`config.mk`:
```
export PLATFORM = sky130hd
export DESIGN_NAME = sdram_writer
export DESIGN_NICKNAME = d
export VERILOG_FILES = /design/src/rtl/sdram_pkg.sv /design/src/rtl/sdram_wr_fifo.sv /design/src/rtl/sdram_writer.sv
export SDC_FILE = /design/constraint.sdc
export NUM_CORES = 2
export LEC_CHECK = 0
export CAP_MARGIN = 30
export CORE_MARGIN = 3
export CORE_UTILIZATION = 60
export DETAILED_ROUTE_END_ITERATION = 10
export GPL_ROUTABILITY_DRIVEN = 0
export PLACE_DENSITY = 0.82
export SLEW_MARGIN = 30
export SYNTH_ARGS = -nofsm -noshare
export SYNTH_HDL_FRONTEND = slang
export SYNTH_SLANG_ARGS = --single-unit
```
`constraint.sdc`:
```
create_clock -name clk -period 10.8 [get_ports clk]
set_input_delay 1.08 -clock clk [delete_from_list [all_inputs] [get_ports clk]]
set_output_delay 1.08 -clock clk [all_outputs]
set_load 0.005 [all_outputs]
```
`src/rtl/sdram_pkg.sv`:
```
// Shared types and constants for the SDRAM burst reader/writer pair.
package sdram_pkg;

  typedef enum logic [1:0] {
    ST_IDLE  = 2'd0,
    ST_FILL  = 2'd1,
    ST_BURST = 2'd2,
    ST_DONE  = 2'd3
  } sdram_state_e;

  localparam int BC_W          = 8;
  localparam int DEF_BURST_LEN = 16;

endpackage

```
`src/rtl/sdram_wr_fifo.sv`:
```
// Synchronous show-ahead FIFO: data_o always presents the head word.
module sdram_wr_fifo #(
  parameter int W     = 64,
  parameter int DEPTH = 64
) (
  input  logic                     clk,
  input  logic                     rst,
  input  logic                     push_i,
  input  logic [W-1:0]             data_i,
  input  logic                     pop_i,
  output logic [W-1:0]             data_o,
  output logic                     full_o,
  output logic                     empty_o,
  output logic [$clog2(DEPTH):0]   count_o
);

  localparam int AW = $clog2(DEPTH);
  localparam logic [AW:0] FULL_CNT = (AW+1)'(DEPTH);

  logic [W-1:0]  mem_q [DEPTH];
  logic [AW-1:0] wr_ptr_q, wr_ptr_d, rd_ptr_q, rd_ptr_d;
  logic [AW:0]   count_q, count_d;
  logic          do_push, do_pop;

  // A push into a full FIFO is allowed when the head leaves in the same cycle.
  assign do_pop  = pop_i & (count_q != {(AW+1){1'b0}});
  assign do_push = push_i & ((count_q != FULL_CNT) | do_pop);

  // Next-state pointers and occupancy.
  always_comb begin
    wr_ptr_d = wr_ptr_q + AW'(do_push);
    rd_ptr_d = rd_ptr_q + AW'(do_pop);
    count_d  = count_q + (AW+1)'(do_push) - (AW+1)'(do_pop);
  end

  // Pointer and count registers; reset flushes the FIFO.
  always_ff @(posedge clk) begin
    if (rst) begin
      wr_ptr_q <= {AW{1'b0}};
      rd_ptr_q <= {AW{1'b0}};
      count_q  <= {(AW+1){1'b0}};
    end else begin
      wr_ptr_q <= wr_ptr_d;
      rd_ptr_q <= rd_ptr_d;
      count_q  <= count_d;
    end
  end

  // Storage array write port.
  always_ff @(posedge clk) begin
    if (do_push) begin
      mem_q[wr_ptr_q] <= data_i;
    end
  end

  assign data_o  = mem_q[rd_ptr_q];
  assign full_o  = (count_q == FULL_CNT);
  assign empty_o = (count_q == {(AW+1){1'b0}});
  assign count_o = count_q;

endmodule

```
`src/rtl/sdram_writer.sv`:
```
// Streams Avalon-ST words into SDRAM as Avalon-MM write bursts of up to BURST_LEN beats.
module sdram_writer
  import sdram_pkg::*;
#(
  parameter int DATA_W     = 64,
  parameter int ADDR_W     = 29,
  parameter int BURST_LEN  = DEF_BURST_LEN,
  parameter int FIFO_DEPTH = 64
) (
  input  logic                clk,
  input  logic                rst,
  input  logic                start_i,
  input  logic [ADDR_W-1:0]   base_addr_i,
  input  logic [23:0]         length_i,
  output logic                busy_o,
  output logic                done_o,
  input  logic [DATA_W-1:0]   st_data_i,
  input  logic                st_valid_i,
  output logic                st_ready_o,
  output logic [ADDR_W-1:0]   sdram_address_o,
  output logic [BC_W-1:0]     sdram_burstcount_o,
  output logic [DATA_W-1:0]   sdram_writedata_o,
  output logic [DATA_W/8-1:0] sdram_byteenable_o,
  output logic                sdram_write_o,
  input  logic                sdram_waitrequest_i
);

  localparam int CNT_W = $clog2(FIFO_DEPTH) + 1;
  localparam logic [CNT_W-1:0] DEPTH_CNT = CNT_W'(FIFO_DEPTH);

  sdram_state_e      state_q, state_d;
  logic [ADDR_W-1:0] addr_q, addr_d, address_q, address_d;
  logic [23:0]       remaining_q, remaining_d, length_q, length_d, accepted_q, accepted_d;
  logic [BC_W-1:0]   beat_cnt_q, beat_cnt_d, burstcount_q, burstcount_d, beats_s;
  logic              busy_q, busy_d, done_q, done_d, ready_q, ready_d, write_q, write_d;
  logic [CNT_W-1:0]  fifo_count_s, count_d_s;
  logic [DATA_W-1:0] fifo_head_s;
  logic              fifo_full_s, fifo_empty_s, push_s, pop_s;

  assign pop_s  = write_q & ~sdram_waitrequest_i & ~fifo_empty_s;
  assign push_s = st_valid_i & ready_q & (~fifo_full_s | pop_s);

  sdram_wr_fifo #(.W(DATA_W), .DEPTH(FIFO_DEPTH)) u_fifo (
    .clk     (clk),
    .rst     (rst),
    .push_i  (push_s),
    .data_i  (st_data_i),
    .pop_i   (pop_s),
    .data_o  (fifo_head_s),
    .full_o  (fifo_full_s),
    .empty_o (fifo_empty_s),
    .count_o (fifo_count_s)
  );

  // Burst sequencing and next values of every registered output.
  always_comb begin
    state_d      = state_q;
    addr_d       = addr_q;
    remaining_d  = remaining_q;
    length_d     = length_q;
    accepted_d   = push_s ? accepted_q + 24'd1 : accepted_q;
    beat_cnt_d   = beat_cnt_q;
    address_d    = address_q;
    burstcount_d = burstcount_q;
    write_d      = write_q;
    count_d_s    = fifo_count_s + CNT_W'(push_s) - CNT_W'(pop_s);
    if (remaining_q < 24'(BURST_LEN)) beats_s = remaining_q[BC_W-1:0];
    else                              beats_s = BC_W'(BURST_LEN);

    case (state_q)
      ST_IDLE: begin
        write_d = 1'b0;
        if (start_i) begin
          if (length_i != 24'd0) begin
            state_d     = ST_FILL;
            addr_d      = base_addr_i;
            remaining_d = length_i;
            length_d    = length_i;
            accepted_d  = 24'd0;
          end else begin
            state_d = ST_DONE;
          end
        end else begin
          state_d = ST_IDLE;
        end
      end
      ST_FILL: begin
        if (int'(fifo_count_s) >= int'(beats_s)) begin
          state_d      = ST_BURST;
          address_d    = addr_q;
          burstcount_d = beats_s;
          beat_cnt_d   = {BC_W{1'b0}};
          write_d      = 1'b1;
        end else begin
          write_d = 1'b0;
        end
      end
      ST_BURST: begin
        if (pop_s) begin
          if (beat_cnt_q + 8'd1 == burstcount_q) begin
            addr_d      = addr_q + ADDR_W'(burstcount_q);
            remaining_d = remaining_q - 24'(burstcount_q);
            write_d     = 1'b0;
            state_d     = (remaining_d != 24'd0) ? ST_FILL : ST_DONE;
          end else begin
            beat_cnt_d = beat_cnt_q + 8'd1;
            write_d    = (count_d_s != {CNT_W{1'b0}});
          end
        end else if (write_q) begin
          write_d = 1'b1;
        end else begin
          write_d = (count_d_s != {CNT_W{1'b0}});
        end
      end
      ST_DONE: begin
        state_d = ST_IDLE;
        write_d = 1'b0;
      end
      default: begin
        state_d = ST_IDLE;
        write_d = 1'b0;
      end
    endcase

    busy_d  = (state_d == ST_FILL) || (state_d == ST_BURST);
    done_d  = (state_d == ST_DONE);
    ready_d = busy_d & (count_d_s < DEPTH_CNT) & (accepted_d < length_d);
  end

  // State and output registers; reset abandons any burst in flight.
  always_ff @(posedge clk) begin
    if (rst) begin
      state_q      <= ST_IDLE;
      addr_q       <= {ADDR_W{1'b0}};
      remaining_q  <= 24'd0;
      length_q     <= 24'd0;
      accepted_q   <= 24'd0;
      beat_cnt_q   <= {BC_W{1'b0}};
      address_q    <= {ADDR_W{1'b0}};
      burstcount_q <= {BC_W{1'b0}};
      busy_q       <= 1'b0;
      done_q       <= 1'b0;
      ready_q      <= 1'b0;
      write_q      <= 1'b0;
    end else begin
      state_q      <= state_d;
      addr_q       <= addr_d;
      remaining_q  <= remaining_d;
      length_q     <= length_d;
      accepted_q   <= accepted_d;
      beat_cnt_q   <= beat_cnt_d;
      address_q    <= address_d;
      burstcount_q <= burstcount_d;
      busy_q       <= busy_d;
      done_q       <= done_d;
      ready_q      <= ready_d;
      write_q      <= write_d;
    end
  end

  // Data and enables only show while a write is presented, keeping idle outputs at zero.
  assign sdram_writedata_o  = write_q ? fifo_head_s : {DATA_W{1'b0}};
  assign sdram_byteenable_o = write_q ? {(DATA_W/8){1'b1}} : {(DATA_W/8){1'b0}};
  assign sdram_write_o      = write_q;
  assign sdram_address_o    = address_q;
  assign sdram_burstcount_o = burstcount_q;
  assign busy_o             = busy_q;
  assign done_o             = done_q;
  assign st_ready_o         = ready_q;

endmodule

```
## After elaboration in Yosys (flattened, before gate mapping)

Memory sizes are Yosys's and may differ from the RTL's. A register that Yosys moved wholly into a read port is not among the register bits.
Index checks and enable logic that the tools add are counted.

| word-level totals | value |
|---|---|
| bits of input ports | 122 |
| logic and storage cells | 110 |
| register bits after elaboration | 171 |
| memories | 1 |
| bits in writable memories | 4,096 |
| output and inout port bits | 113 |

| operators by class | value |
|---|---|
| reductions and logical operators | 13 |
| equal/unequal tests | 15 |
| add/subtract/negate cells | 10 |
| bitwise gates (word level) | 13 |
| order comparisons | 4 |
| muxes and demuxes | 39 |

Memories:

| name | depth | bits a word | read ports | clocked after Yosys merged registers in | write ports | RTL line | RTL |
|---|---|---|---|---|---|---|---|
| u_fifo.mem_q | 64 | 64 | 1 | 1 | 1 | sdram_wr_fifo.sv:20 | `logic [W-1:0] mem_q [DEPTH];` |

Operators with widths:

| cell | count |
|---|---|
| 24-bit two-way mux | 11 |
| 29-bit two-way mux | 4 |
| 64-bit two-way mux | 1 |
| 29-bit case mux with 2 select lines | 1 |
| 24-bit case mux with 2 select lines | 1 |
| 24-bit nonzero test | 2 |
| 8-bit two-way mux | 5 |
| 29-bit by 8-bit adder with 29-bit output | 1 |
| 24-bit by 1-bit adder with 24-bit output (second input constant) | 1 |
| 24-bit less-than comparator | 1 |
| 24-bit by 5-bit less-than comparator with 1-bit output (second input constant) | 1 |
| 24-bit by 8-bit subtractor with 24-bit output | 1 |
| 8-bit case mux with 2 select lines | 1 |
| 7-bit by 1-bit adder with 7-bit output | 2 |
| 7-bit nonzero test | 2 |
| 7-bit by 1-bit subtractor with 7-bit output | 2 |
| 6-bit by 1-bit adder with 6-bit output | 2 |
| 2-bit two-way mux | 6 |
| 2-bit != test (second input constant) | 6 |
| 8-bit by 1-bit adder with 8-bit output (second input constant) | 1 |
| 1-bit bitwise AND | 8 |
| 2-bit == test (second input constant) | 4 |
| 8-bit == test | 1 |
| 7-bit by 8-bit >= comparator with 1-bit output | 1 |
| 18 further kinds | 28 |

## Logic depth before layout (Yosys ltp)

| logic depth | value |
|---|---|
| depth after elaboration | 11 |
| gate-level depth with buffers | 19 |
| mapped depth without buffers | 18 |

## Hierarchy

A second synthesis with hierarchy kept.

| second synthesis, totals | value |
|---|---|
| cells, all modules | 8,816 |
| area total of the unflattened synthesis | 167,720.9 µm² |

By module, submodules not included:

| module | times used | cells an instance | sequential area each (µm²) | area an instance (µm²) |
|---|---|---|---|---|
| sdram_wr_fifo | 1 | 7,578 | 123,378.3 | 158,016.6 |
| sdram_writer | 1 | 1,238 | 3,042.9 | 9,704.3 |

## Least setup slack after synthesis

OpenSTA, ideal clock, no wires.

| timing path | value |
|---|---|
| path kind | input port to flip-flop |
| from | in sdram_waitrequest_i |
| to | mem u_fifo.mem_q[59][0], enable pin |
| data required time | 10.313 ns |
| path slack | 5.288 ns |
| arrival | 5.026 ns |
| setup time | 0.487 ns |
| buffers on the path | 2 |
| cell stages on the path | 6 |
| cells stage by stage | nor2b_1 o311a_1 clkbuf_1 buf_1 nand4b_1 nor2_1 |

| on the way | value |
|---|---|
| word-level cells in the longest chain between the ends | 8 |
| elaborated cells on any way between the ends | 10 |
| classes of those cells | 2 x mux; 8 x bitwise |

Ends and longest elaborated chain:

| element | RTL line | RTL |
|---|---|---|
| start: declaration | sdram_writer.sv:25 | `input logic sdram_waitrequest_i` |
| 1-bit NOT * | sdram_writer.sv:40 | `assign pop_s = write_q & ~sdram_waitrequest_i & ~fifo_empty_s;` |
| 1-bit bitwise AND * (2 in series) | sdram_writer.sv:40 |  |
| 1-bit OR or 1-bit bitwise AND (tied branches) | sdram_writer.sv:41, sdram_wr_fifo.sv:26 |  |
| 1-bit bitwise AND or 1-bit OR (tied branches) | sdram_writer.sv:41, sdram_wr_fifo.sv:27 |  |
| 1-bit bitwise AND * | sdram_wr_fifo.sv:27 | `assign do_push = push_i & ((count_q != FULL_CNT) \| do_pop);` |
| 1-bit two-way mux * | sdram_wr_fifo.sv:51 | `if (do_push) begin` |
| 1-bit two-way mux (not written as such) * | sdram_wr_fifo.sv:52 | `mem_q[wr_ptr_q] <= data_i;` |
| end: declaration | sdram_wr_fifo.sv:20 |  |

Every way passes the cells marked *; elsewhere a longest branch is shown, timed or not.

==> flow_results.xml <==
<?xml version="1.0" encoding="UTF-8"?>
<metrics>
  <group name="timing">
    <metric name="hold_violations" unit="">0</metric>
    <metric name="final_worst_path_setup_slack" unit="ps">3740</metric>
    <metric name="worst-slew-pin-transition" unit="ps">1250</metric>
    <metric name="setup_viol" unit="">0</metric>
    <metric name="post-route-period-util" unit="%">65.3</metric>
    <metric name="final.setup_skew" unit="ps">105</metric>
    <metric name="fin_tns_setup" unit="ps">0</metric>
    <metric name="final-max-slew-violation-count" unit="">0</metric>
    <metric name="finalWorstPathRequiredPeriod" unit="ps">7060</metric>
    <metric name="rsz0062_at_grt" unit="">no</metric>
    <metric name="maxClockFrequency" unit="MHz">142</metric>
    <metric name="timing.max_slew.rel_slack" unit="%">16.4</metric>
  </group>
  <group name="die">
    <metric name="start_util" unit="%">60.6</metric>
    <metric name="placeableCoreArea" unit="mm²">0.272</metric>
    <metric name="num_rows" unit="">191</metric>
    <metric name="fp.dieH" unit="µm">530</metric>
    <metric name="dieArea" unit="mm²">0.281</metric>
    <metric name="fp.dieW" unit="µm">530</metric>
    <metric name="design.portCount" unit="">235</metric>
  </group>
  <group name="grt">
    <metric name="met1_usage" unit="%">46.4</metric>
    <metric name="grt.overflow.total" unit="">0</metric>
    <metric name="first_pass_grt_wire_length" unit="µm">726000</metric>
    <metric name="grt_pass1_vias" unit="">89400</metric>
    <metric name="use_met3" unit="%">9.74</metric>
    <metric name="grt_max_degree" unit="">149</metric>
    <metric name="grt_antenna_before_repair" unit="">37</metric>
    <metric name="grt-busiest-layer" unit="">met2</metric>
    <metric name="globalRouteTotalUtil" unit="%">37.9</metric>
    <metric name="grtUsageMet2" unit="%">59.5</metric>
  </group>
  <group name="logic_synthesis">
    <metric name="ys_seq_elements" unit="">4267</metric>
    <metric name="ys_async_sr_fraction" unit="%">0</metric>
    <metric name="warning_count_from_the_yosys_run" unit="">0</metric>
    <metric name="synth_enable_flop_cells" unit="">4096</metric>
    <metric name="ys_dominant_reg_cell" unit="">sky130_fd_sc_hd__edfxtp_1</metric>
    <metric name="synthesis.instances" unit="">7194</metric>
    <metric name="postSynthAreaPerCell" unit="µm²">22.9</metric>
    <metric name="synth.distinct_cells" unit="">76</metric>
    <metric name="summed_instance_area_of_the_synthesized_netlist" unit="mm²">0.165</metric>
    <metric name="synth_sequential_area_ratio" unit="%">76.7</metric>
  </group>
  <group name="worst_setup_path">
    <metric name="timing.critical_path.buf_inv" unit="">4</metric>
    <metric name="max_stage_delay" unit="ps">900</metric>
    <metric name="critical-path-top-delay-family" unit="">buffers and inverters</metric>
    <metric name="critical_path.startpoint" unit="">u_fifo.rd_ptr_q[0]</metric>
    <metric name="cell_repeated_most_along_the_worst_path" unit="">sky130_fd_sc_hd__mux4_2</metric>
    <metric name="timing.critical_path.to_type" unit="">primary output</metric>
    <metric name="cp_max_fo" unit="">71</metric>
    <metric name="start_kind" unit="">flop</metric>
    <metric name="list_of_cells_traversed_by_the_critical_path" unit="">buf_4 -&gt; buf_12 -&gt; buf_16 -&gt; mux4_2 -&gt; mux4_2 -&gt; mux2i_1 -&gt; o22ai_1 -&gt; clkdlybuf4s50_1</metric>
    <metric name="critical-path-slowest-cell" unit="">sky130_fd_sc_hd__dfxtp_4</metric>
    <metric name="timing_worst_setup_path_type" unit="">flop to primary output</metric>
    <metric name="regToRegStartpoint" unit="">sdram_write_o</metric>
    <metric name="worst-endpoint-arrival" unit="ps">5980</metric>
    <metric name="crit_required" unit="ps">9720</metric>
  </group>
  <group name="cts">
    <metric name="ctsHtreeMaxLevel" unit="">5</metric>
    <metric name="clk_path_buf_depth" unit="">4</metric>
    <metric name="clk-insertion-delay-late" unit="ps">970</metric>
    <metric name="sinks_on_clock_net" unit="">4267</metric>
    <metric name="clk_root_buffer_cell" unit="">sky130_fd_sc_hd__clkbuf_16</metric>
    <metric name="cts_tree" unit="">built</metric>
    <metric name="post_cts_resized" unit="">0</metric>
    <metric name="cts-hold-fix-buffers" unit="">0</metric>
    <metric name="path_clk_slew" unit="ps">60</metric>
    <metric name="cts_buffers" unit="">409</metric>
    <metric name="post-cts-setup-buffer-count" unit="">0</metric>
  </group>
  <group name="final_layout">
    <metric name="layout.filler_cells" unit="">14900</metric>
    <metric name="mostFrequentLayoutCell" unit="">sky130_fd_sc_hd__edfxtp_1</metric>
    <metric name="mostFrequentLayoutCells" unit="">sky130_fd_sc_hd__edfxtp_1, sky130_fd_sc_hd__mux4_2, sky130_fd_sc_hd__clkbuf_16, sky130_fd_sc_hd__buf_4, sky130_fd_sc_hd__clkdlybuf4s50_1</metric>
    <metric name="nets" unit="">7853</metric>
    <metric name="final_layout_size_suffix_gt1_share" unit="%">27.9</metric>
    <metric name="area.growth.synth_to_final" unit="%">13.1</metric>
  </group>
  <group name="placed_design">
    <metric name="place.port_buffers" unit="">234</metric>
    <metric name="placement.setup.worst_slack" unit="ps">4760</metric>
    <metric name="place.detailed.hpwl" unit="µm">248000</metric>
  </group>
  <group name="worst_hold_path">
    <metric name="min-delay-path-class" unit="">flop to flop</metric>
    <metric name="worst_hold_startpoint" unit="">sdram_address_o[15]</metric>
  </group>
  <group name="pwr">
    <metric name="total_power" unit="mW">34.8</metric>
    <metric name="peakVddDrop" unit="mV">0.188</metric>
    <metric name="power_density" unit="mW/mm²">187</metric>
    <metric name="power_leakage" unit="nW">55.9</metric>
  </group>
  <group name="drt">
    <metric name="detailed_routing_iteration_count_for_the_pre_antenna_repair_pass" unit="">6</metric>
    <metric name="detail_route.iter0.violations" unit="">17300</metric>
    <metric name="drcViolationCount" unit="">0</metric>
    <metric name="via_count" unit="">91200</metric>
    <metric name="drt-total-wl" unit="µm">542000</metric>
    <metric name="post_detailed_route_count_of_antenna_violating_nets" unit="">0</metric>
    <metric name="avgViaCountPerCell" unit="">7.86</metric>
    <metric name="detail_route.wl_per_cell" unit="µm">46.7</metric>
  </group>
  <group name="status">
    <metric name="result_of_the_run" unit="">finished, final reports clean</metric>
  </group>
  <group name="job">
    <metric name="max_cap_viol_count" unit="">0</metric>
  </group>
</metrics>
[kinds of logic (layout without fill, tap and decap cells)]
| group | Yosys count | count (layout) | synth area share, % |
|---|---|---|---|
| flip-flops | 4267 | 4267 | 76.7 |
| AO/OA/AOI/OAI | 341 | 341 | 1.35 |
| multiplexers | 1432 | 1432 | 18.4 |
| buffers and inverters | 430 | 1235 | 1.01 |
| XOR/XNOR | 62 | 62 | 0.329 |
| AND/OR/NAND/NOR | 594 | 594 | 1.70 |
| adder cells (fa/ha/maj) | 67 | 67 | 0.527 |
| other | 1 | 32 | 0.00227 |
[registers in the layout, summed over array words and instances (netlist names), 8 cells and up]
register / flops
beat_cnt_q: 8
u_fifo.mem_q: 4096
accepted_q: 24
sdram_address_o: 29
remaining_q: 24
length_q: 24
sdram_burstcount_o: 8
addr_q: 29
[where the power goes]
part	switching, mW	internal [mW]
sequential	0.0803	18.2
combinational	1.04	0.658
clock	6.70	8.11
[area by class of cell]
type | instances | area [µm²] | area share [%]
tap | 3570 | 4470 | 2.40
multi-input combinational | 2498 | 37400 | 20.0
clock inverter | 262 | 2630 | 1.41
timing repair buffer | 455 | 4680 | 2.51
sequential | 4267 | 126000 | 67.8
inverter | 33 | 124 | 0.0664
clock buffer | 485 | 10600 | 5.71
antenna | 30 | 75.1 | 0.0403
[routing by layer]
layer,part of all wire (%),up-vias
li1,-,31700
met1,29,46500
met2,48,10500
met3,14,2545
met4,9.4,24
met5,0.033,-
[tightest hold or removal path, stage by stage (launching register included)]
cell,delay (ps)
sky130_fd_sc_hd__dfxtp_1,310
sky130_fd_sc_hd__nand2_1,50
sky130_fd_sc_hd__a21oi_1,50
[synth_stat cells (all sizes together), types with 10 or more instances]
| master | count | share of area, % |
|---|---|---|
| nand3 | 44 | 0.14 |
| clkbuf | 272 | 0.62 |
| and3 | 15 | 0.057 |
| mux2i | 152 | 0.92 |
| xor2 | 34 | 0.18 |
| or3 | 12 | 0.049 |
| ha | 63 | 0.48 |
| a211oi | 21 | 0.096 |
| a21oi | 93 | 0.28 |
| nand4 | 29 | 0.11 |
| nand2 | 156 | 0.36 |
| xnor2 | 28 | 0.15 |
| o22ai | 73 | 0.28 |
| nor2 | 203 | 0.46 |
| edfxtp | 4096 | 75 |
| o32ai | 10 | 0.053 |
| or4 | 10 | 0.048 |
| a21o | 12 | 0.055 |
| buf | 125 | 0.31 |
| nor2b | 19 | 0.072 |
| mux4 | 1280 | 17 |
| inv | 32 | 0.073 |
| nor3 | 45 | 0.14 |
| nand2b | 10 | 0.042 |
| dfxtp | 171 | 2.1 |
| nor4 | 19 | 0.076 |
| o21ai | 41 | 0.12 |
| a31oi | 12 | 0.046 |
[per-stage QoR]
stage	area [µm²]	hold WS (ps)	util [%]	cells
after CTS	186000	456	68.3	11600
after floorplan	165000	444	-	7195
after global routing	186000	472	68.5	11600
after global placement	172000	444	63.2	10800
after detailed placement	173000	448	63.4	10800
final	186000	459	68.5	11600
[worst paths after layout]
check	to	slack (ps)	depth (start not counted)
hold / removal	sdram_address_o[15]	460	2
setup reg to reg	u_fifo.mem_q[2][54]	5560	8
setup / recovery	sdram_writedata_o[53]	3740	8
hold reg to reg	sdram_address_o[15]	460	2
No activity file was read; power rests on OpenSTA's default activity.
